**src/rtl/alu_operand_arbiter_if.sv**
```systemverilog
// Handshake and operand-bus bundle between 8 requesters, the arbiter and the datapath.
interface alu_operand_arbiter_if #(
  parameter int DATA_W = 32
);
  logic [7:0]          req_valid;
  logic [7:0]          req_last;
  logic [8*DATA_W-1:0] req_data;
  logic [7:0]          req_ready;
  logic                out_valid;
  logic [DATA_W-1:0]   out_data;
  logic                out_last;
  logic [2:0]          out_src;
  logic                out_ready;
  logic [2:0]          sel;
  logic                busy;

  modport master (
    output req_valid, req_last, req_data, out_ready,
    input  req_ready, out_valid, out_data, out_last, out_src, sel, busy
  );

  modport slave (
    input  req_valid, req_last, req_data, out_ready,
    output req_ready, out_valid, out_data, out_last, out_src, sel, busy
  );
endinterface

```
**src/rtl/alu_operand_arbiter.sv**
```systemverilog
// Round-robin 8:1 arbiter for a shared 32-bit operand port; 1-cycle arbitration, bursts held until last/cap/idle timeout.
// Downstream out_ready stalls the granted requester indefinitely without timing out.
module alu_operand_arbiter #(
  parameter int DATA_W    = 32,
  parameter int MAX_BURST = 4,
  parameter int IDLE_TO   = 8
) (
  input logic                 clk,
  input logic                 rst_n,
  alu_operand_arbiter_if.slave bus
);
  localparam logic [0:0] ST_IDLE  = 1'b0;
  localparam logic [0:0] ST_GRANT = 1'b1;

  logic [0:0]        state;
  logic [2:0]        sel;
  logic [2:0]        ptr;
  logic [4:0]        beat_cnt;
  logic [7:0]        idle_cnt;

  logic [2:0]        winner;
  logic [2:0]        idx;
  logic              any_req;
  logic              grant;
  logic              granted_vld;
  logic [DATA_W-1:0] granted_dat;
  logic              burst_cap;
  logic              xfer;
  logic              timeout;

  // Descending scan so the lowest offset from ptr is the last (winning) assignment.
  always_comb begin
    winner  = ptr;
    any_req = 1'b0;
    idx     = ptr;
    for (int i = 7; i >= 0; i--) begin
      idx = ptr + 3'(i);
      if (bus.req_valid[idx]) begin
        winner  = idx;
        any_req = 1'b1;
      end
    end
  end

  assign grant       = (state == ST_GRANT);
  assign granted_vld = bus.req_valid[sel];
  assign granted_dat = bus.req_data[int'(sel)*DATA_W +: DATA_W];
  assign burst_cap   = (beat_cnt == 5'(MAX_BURST - 1));

  assign bus.out_valid = grant & granted_vld;
  assign bus.out_data  = grant ? granted_dat : '0;
  assign bus.out_last  = grant & (bus.req_last[sel] | burst_cap);
  assign bus.req_ready = (grant & bus.out_ready) ? (8'b1 << sel) : 8'b0;
  assign bus.out_src   = sel;
  assign bus.sel       = sel;
  assign bus.busy      = grant;

  assign xfer    = bus.out_valid & bus.out_ready;
  assign timeout = grant & ~granted_vld & (idle_cnt == 8'(IDLE_TO - 1));

  always_ff @(posedge clk or negedge rst_n) begin
    if (!rst_n) begin
      state    <= ST_IDLE;
      sel      <= 3'd0;
      ptr      <= 3'd0;
      beat_cnt <= 5'd0;
      idle_cnt <= 8'd0;
    end else if (state == ST_IDLE) begin
      if (any_req) begin
        sel      <= winner;
        beat_cnt <= 5'd0;
        idle_cnt <= 8'd0;
        state    <= ST_GRANT;
      end
    end else begin
      if (xfer) begin
        beat_cnt <= beat_cnt + 5'd1;
      end
      // Stalled beats count as activity, so backpressure never trips the timeout.
      if (granted_vld) begin
        idle_cnt <= 8'd0;
      end else if (!timeout) begin
        idle_cnt <= idle_cnt + 8'd1;
      end
      if ((xfer && bus.out_last) || timeout) begin
        ptr   <= sel + 3'd1;
        state <= ST_IDLE;
      end
    end
  end
endmodule
```
**src/flat_wrapper.sv**
```systemverilog
// flat-port wrapper written by rule: the top's interface ports become plain ports
module alu_operand_arbiter_flat 
#(
  parameter int DATA_W    = 32,
  parameter int MAX_BURST = 4,
  parameter int IDLE_TO   = 8
)
  (clk, rst_n, bus_req_valid, bus_req_last, bus_req_data, bus_out_ready, bus_req_ready, bus_out_valid, bus_out_data, bus_out_last, bus_out_src, bus_sel, bus_busy);
  alu_operand_arbiter_if #(.DATA_W(DATA_W)) bus_i ();
  input logic clk;
  input logic rst_n;
  input wire logic [$bits(bus_i.req_valid)-1:0] bus_req_valid;
  input wire logic [$bits(bus_i.req_last)-1:0] bus_req_last;
  input wire logic [$bits(bus_i.req_data)-1:0] bus_req_data;
  input wire logic [$bits(bus_i.out_ready)-1:0] bus_out_ready;
  output wire logic [$bits(bus_i.req_ready)-1:0] bus_req_ready;
  output wire logic [$bits(bus_i.out_valid)-1:0] bus_out_valid;
  output wire logic [$bits(bus_i.out_data)-1:0] bus_out_data;
  output wire logic [$bits(bus_i.out_last)-1:0] bus_out_last;
  output wire logic [$bits(bus_i.out_src)-1:0] bus_out_src;
  output wire logic [$bits(bus_i.sel)-1:0] bus_sel;
  output wire logic [$bits(bus_i.busy)-1:0] bus_busy;
  assign bus_i.req_valid = bus_req_valid;
  assign bus_i.req_last = bus_req_last;
  assign bus_i.req_data = bus_req_data;
  assign bus_i.out_ready = bus_out_ready;
  assign bus_req_ready = bus_i.req_ready;
  assign bus_out_valid = bus_i.out_valid;
  assign bus_out_data = bus_i.out_data;
  assign bus_out_last = bus_i.out_last;
  assign bus_out_src = bus_i.out_src;
  assign bus_sel = bus_i.sel;
  assign bus_busy = bus_i.busy;
  alu_operand_arbiter #(.DATA_W(DATA_W), .MAX_BURST(MAX_BURST), .IDLE_TO(IDLE_TO)) u_core (.clk(clk), .rst_n(rst_n), .bus(bus_i));
endmodule
```
**config.mk**
```make
export PLATFORM = sky130hd
export DESIGN_NAME = alu_operand_arbiter_flat
export DESIGN_NICKNAME = d
export VERILOG_FILES = /design/src/rtl/alu_operand_arbiter_if.sv /design/src/rtl/alu_operand_arbiter.sv /design/src/flat_wrapper.sv
export SDC_FILE = /design/constraint.sdc
export NUM_CORES = 1
export LEC_CHECK = 0
export CAP_MARGIN = 20
export CORE_AREA = 5 5 123 125
export DETAILED_ROUTE_END_ITERATION = 12
export DIE_AREA = 0 0 128 130
export PLACE_DENSITY = 0.81
export SYNTH_ARGS = -nofsm -noshare
export SYNTH_HDL_FRONTEND = slang
export SYNTH_SLANG_ARGS = --single-unit
```
**constraint.sdc**
```tcl
create_clock -name clk -period 3.4 [get_ports clk]
set_clock_uncertainty 0.05 [all_clocks]
set_input_delay 0.68 -clock clk [delete_from_list [all_inputs] [get_ports clk]]
set_output_delay 0.68 -clock clk [all_outputs]
set_load 0.02 [all_outputs]
```
# Word level (Yosys, flattened, before mapping)

Index checks and enable logic that the tools add are counted.

Add/subtract/negate cells: 10
$lt $le $gt $ge: 9
Equal/unequal tests: 4
Shift operators: 2
Multiplexer cells: 48
Bitwise logic cells: 9
Reduce and logical (&&, ||, !) cells: 7

Operators by type and width:

| cell                                                                  | count |
|---|---|
| 256-bit by 9-bit indexed part select with 32-bit output               | 1 |
| 8-bit 2-to-1 mux                                                      | 5 |
| 3-bit by 4-bit < comparator with 1-bit output (second input constant) | 9 |
| 32-bit 2-to-1 mux                                                     | 1 |
| 1-bit binary-select mux with 3-bit select                             | 10 |
| 3-bit 2-to-1 mux                                                      | 8 |
| 1-bit 2-to-1 mux                                                      | 21 |
| 5-bit 2-to-1 mux                                                      | 3 |
| 3-bit adder (second input constant)                                   | 4 |
| 8-bit by 1-bit adder with 8-bit output (second input constant)        | 1 |
| 8-bit by 3-bit == test with 1-bit output (second input constant)      | 1 |
| 2-bit AND reduction                                                   | 4 |
| 1-bit by 3-bit << shifter with 8-bit output (first input constant)    | 1 |
| 3-bit by 1-bit adder with 3-bit output (second input constant)        | 2 |
| 3-bit by 2-bit adder with 3-bit output (second input constant)        | 2 |
| 1-bit bitwise AND                                                     | 6 |
| 5-bit by 1-bit adder with 5-bit output (second input constant)        | 1 |
| 5-bit by 2-bit == test with 1-bit output (second input constant)      | 1 |
| 3-bit != test (second input constant)                                 | 1 |
| 2-bit != test (second input constant)                                 | 1 |
| 1-bit inverter                                                        | 2 |
| 2-bit nonzero test                                                    | 1 |
| 1-bit logical AND                                                     | 1 |
| 1-bit logical OR                                                      | 1 |
| 1-bit OR                                                              | 1 |

Register bits after elaboration: 20
Bits of input ports: 275
Output and inout port bits: 49
Word-level logic and storage cells: 94

# Depth between registers and ports, before layout

Depth in word-level cells: 13
Mapped depth: 10

# Least setup slack after synthesis

Ideal clock, no wire load.

Path type: reg-to-reg
Start: reg u_core.ptr[1]
End: reg u_core.sel[1], in the netlist u_core.bus.out_src[1]
Arrival: 2.716 ns
Data required time: 3.258 ns
Slack: 0.542 ns
Stages on the path, launching flop included: 11
Path buffers: 2
Cell sequence: dfrtp_1 > inv_1 > clkbuf_1 > ha_1 > buf_6 > mux4_2 > mux2_4 > or3_1 > o221ai_2 > a211oi_2 > o31ai_2

Word-level cells in the longest chain between the ends: 12
Elaborated cells between the ends (all ways): 40

RTL lines:

| item                                      | line                      | source |
|---|---|---|
| start: declaration                        | alu_operand_arbiter.sv:17 | `logic [2:0] ptr;` |
| start signal: assignment                  | alu_operand_arbiter.sv:86 | `ptr <= sel + 3'd1;` |
| 3-bit adder                               | alu_operand_arbiter.sv:37 | `idx = ptr + 3'(i);` |
| 1-bit binary-select mux with 3-bit select | alu_operand_arbiter.sv:38 | `if (bus.req_valid[idx]) begin` |
| 1-bit 2-to-1 mux (implied by the code)    | alu_operand_arbiter.sv:38 |  |
| 1-bit 2-to-1 mux (8 in series)            | alu_operand_arbiter.sv:38 |  |
| 2-bit AND reduction (no line)             | n/a                       |  |
| end signal: assignment                    | alu_operand_arbiter.sv:70 | `sel <= winner;` |
| end: declaration                          | alu_operand_arbiter.sv:16 | `logic [2:0] sel;` |

Parallel ways exist; a longest one is shown, timed or not. The select of a mux whose other input is x is not followed.
A chain may end at the register's enable or synchronous reset.

# Worst setup path in the final report

Start: in bus_req_valid[3]
End: out bus_out_valid

Word-level cells in the longest chain between the ends: 3

RTL lines:

| item                                      | line                      | source |
|---|---|---|
| start: declaration                        | flat_wrapper.sv:12        | `input wire logic [$bits(bus_i.req_valid)-1:0] bus_req_valid;` |
| 1-bit binary-select mux with 3-bit select | alu_operand_arbiter.sv:46 | `assign granted_vld = bus.req_valid[sel];` |
| 1-bit 2-to-1 mux (implied by the code)    | alu_operand_arbiter.sv:46 |  |
| 1-bit bitwise AND                         | alu_operand_arbiter.sv:50 | `assign bus.out_valid = grant & granted_vld;` |
| end: declaration                          | flat_wrapper.sv:17        | `output wire logic [$bits(bus_i.out_valid)-1:0] bus_out_valid;` |

Every way passes these cells. The select of a mux whose other input is x is not followed.

==> out/metrics.csv <==
metric,value,unit
outcome,"finished, final reports clean",
dpl_worst_slack,0.1111,ns
wl_per_cell,22.25,um
ff2ff_path_depth,8,
total_power,5.849,mW
drc,0,
drt.antenna.violating_nets,0,
layout-drive-gt1-share,0.1703,
clkLatencyLatePin,0.25,ns
avgSynthCellArea,9.680,um^2
synth_edf_count,0,
cp.arrival,2.56,ns
post-route-period-util,0.9678,
place_hpwl,17.29,mm
cp-start-kind,primary input,
ir_worst_vdd,0.4010,mV
numCtsBuffers,3,
place_area,7700,um^2
relSlewSlack,0.4073,
fillCellCount,1212,
drt_first_pass_iters,7,
maxCapViolations,0,
fin_crit,3.291,ns
coreArea,13770,um^2
cts_sinks,20,
synth_area,4230,um^2
critPathMaxFanout,2,
grt_max_degree,39,
r2r-start,u_core.ptr[0],
yosysSeqAreaShare,0.1183,
p_leak,2.925,nW
rsz0062_at_grt,no,
cts_setup_buffers,0,
vias_per_cell,5.514,
num_rows,43,
antenna_found_initial,9,
crit_required,2.67,ns
worst_slew_pin_slew,0.8863,ns
clk_path_buf_depth,2,
max_clock_freq,303.9,MHz
slew_viol_final,0,
setup_viol,0,
grt.total_usage,0.2243,
finalHoldViolCount,0,
cts_tree,yes,
stdcell_count,922,
stdcell_area,7810,um^2
grt_overflow_total,0,
ys_types,62,
die_h,130,um
power.density,748.9,nW/um^2
grt_pass1_wl,29.08,mm
wirelength,20.52,mm
synth_area_leader_cell,mux4_2,
place.port_buffers,323,
chipWidth,128,um
grt_pass1_vias,5141,
async_reset_ff_frac,1.000,
dp_cells,916,
synthCells,437,
critPathCaptureType,output pin,
drt_iter0_markers,318,
cts_root_buffer,clkbuf_16,
ctsHoldBuffers,0,
finalSetupTns,0,ns
num_vias,5084,
htree_levels,1,
synth_nets,722,
layout.nets,1026,
synth_area_leaders,"mux4_2 42%, dfrtp_1 12%, nand2_1 7.9%",
crit_path_end,bus_out_valid,
dieArea,16640,um^2
cts_resized,0,
hold_class,register to register,
synthToLayoutAreaGrowth,84.62,%
ios,324,
clkTransAtPathRegs,0.06,ns
synth_top_area_share,0.4153,
place_congestion,0.8785,
reg2reg_to,u_core.bus.out_src[1],
ys.flop_type,dfrtp_1,
ys_warn_count,0,
critPathKind,primary input to output pin,
reg2reg_slack,0.43,ns
initial_utilization,0.3071,
setup_ws,0.1094,ns
crit_path_start,bus_req_valid[3],
ys_seq_elements,20,
-- through the flow --
step	utilization	hold slack [ns]
floorplan	-	0.3344
global placement	0.5590	0.4402
detailed placement	0.5590	0.4585
CTS	0.5667	0.4663
global route	0.5667	0.4766
finish	0.5670	0.4611
-- sequential cells by signal, indices dropped and copies added, names as in the netlist --
name,count
u_core.idle_cnt,8
u_core.beat_cnt,5
u_core.bus.out_src,3
u_core.ptr,3
u_core.bus.busy,1
-- worst max-delay path, stage by stage --
cell and delay [ns]:
clkdlybuf4s50_1 0.43, mux4_2 0.49, mux2i_2 0.33, nor2_1 0.08, clkdlybuf4s50_1 0.55
-- area by class of cell --
class	count	area, um^2	area share
Tap cell	180	225.2	0.02884
Timing Repair Buffer	346	3456	0.4425
Sequential cell	20	508.0	0.06504
Clock inverter	1	30.03	0.003845
Inverter	10	37.54	0.004806
Clock buffer	3	75.07	0.009612
Antenna cell	2	5.005	0.0006408
Multi-Input combinational cell	360	3473	0.4447
-- power breakdown --
part / leakage (nW) / internal, mW / switching (mW)
logic: 2.62 / 2.54 / 2.48
registers: 0.254 / 0.324 / 0.181
clock network: 0.0511 / 0.233 / 0.0882
-- cell usage after synthesis, types with 2 or more instances --
cell type,instances
a2111oi_0,2
a21oi_1,44
a221oi_1,4
a31oi_1,2
and2b_1,2
and3_1,7
buf_1,5
buf_2,10
buf_4,4
buf_6,2
clkbuf_1,26
dfrtp_1,20
ha_1,10
inv_1,7
inv_2,2
mux2_1,4
mux2_2,8
mux2i_1,10
mux4_2,78
nand2_1,89
nand3_1,8
nand4_1,3
nor2_1,24
nor2b_1,6
nor3_1,2
o211ai_1,2
o21ai_0,3
o21ai_1,9
o31ai_1,2
or3_1,3
xor2_1,8
-- worst min-delay path by stage --
stage | from | endpoint | slack (ns) | cells past startpoint
2_1_floorplan | rst_n | u_core.beat_cnt[0] | 0.33 | 0
3_3_place_gp | u_core.idle_cnt[3] | u_core.idle_cnt[3] | 0.44 | 1
3_5_place_dp | u_core.idle_cnt[3] | u_core.idle_cnt[3] | 0.46 | 1
4_1_cts | u_core.idle_cnt[3] | u_core.idle_cnt[3] | 0.47 | 1
5_1_grt | u_core.idle_cnt[3] | u_core.idle_cnt[3] | 0.48 | 1
6_report | u_core.idle_cnt[3] | u_core.idle_cnt[3] | 0.46 | 1
-- cells by family after synthesis --
| logic type | count (synthesis) | synth area share |
|---|---|---|
| flip-flops | 20 | 0.1183 |
| adder cells (fa/ha/maj) | 10 | 0.02958 |
| AO/OA/AOI/OAI | 88 | 0.1355 |
| multiplexers | 103 | 0.4839 |
| AND/OR/NAND/NOR | 151 | 0.1556 |
| XOR/XNOR | 8 | 0.01656 |
| buffers and inverters | 57 | 0.06063 |
-- cells in the final DEF (no fill, tap or decap), types with 6 or more instances in the layout --
master | synthesis | routed
nor2b_1 | 6 | 6
inv_1 | 7 | 7
nand3_1 | 8 | 8
mux2i_1 | 10 | 10
dfrtp_1 | 20 | 18
mux2_2 | 8 | 8
nor2_1 | 24 | 24
clkdlybuf4s50_1 | 0 | 323
a21oi_1 | 44 | 44
buf_4 | 4 | 19
ha_1 | 10 | 10
and3_1 | 7 | 7
o21ai_1 | 9 | 9
xor2_1 | 8 | 8
mux4_2 | 78 | 78
nand2_1 | 89 | 89
-- per-layer routing --
layer,GRT usage,part of all wire,up-vias
met5,0,0.0041,-
li1,-,-,2303
met1,0.2605,0.35,2414
met3,0.07900,0.13,44
met4,0.04994,0.024,16
met2,0.3999,0.50,307
Note: power is estimated with default switching activity, not from simulation.
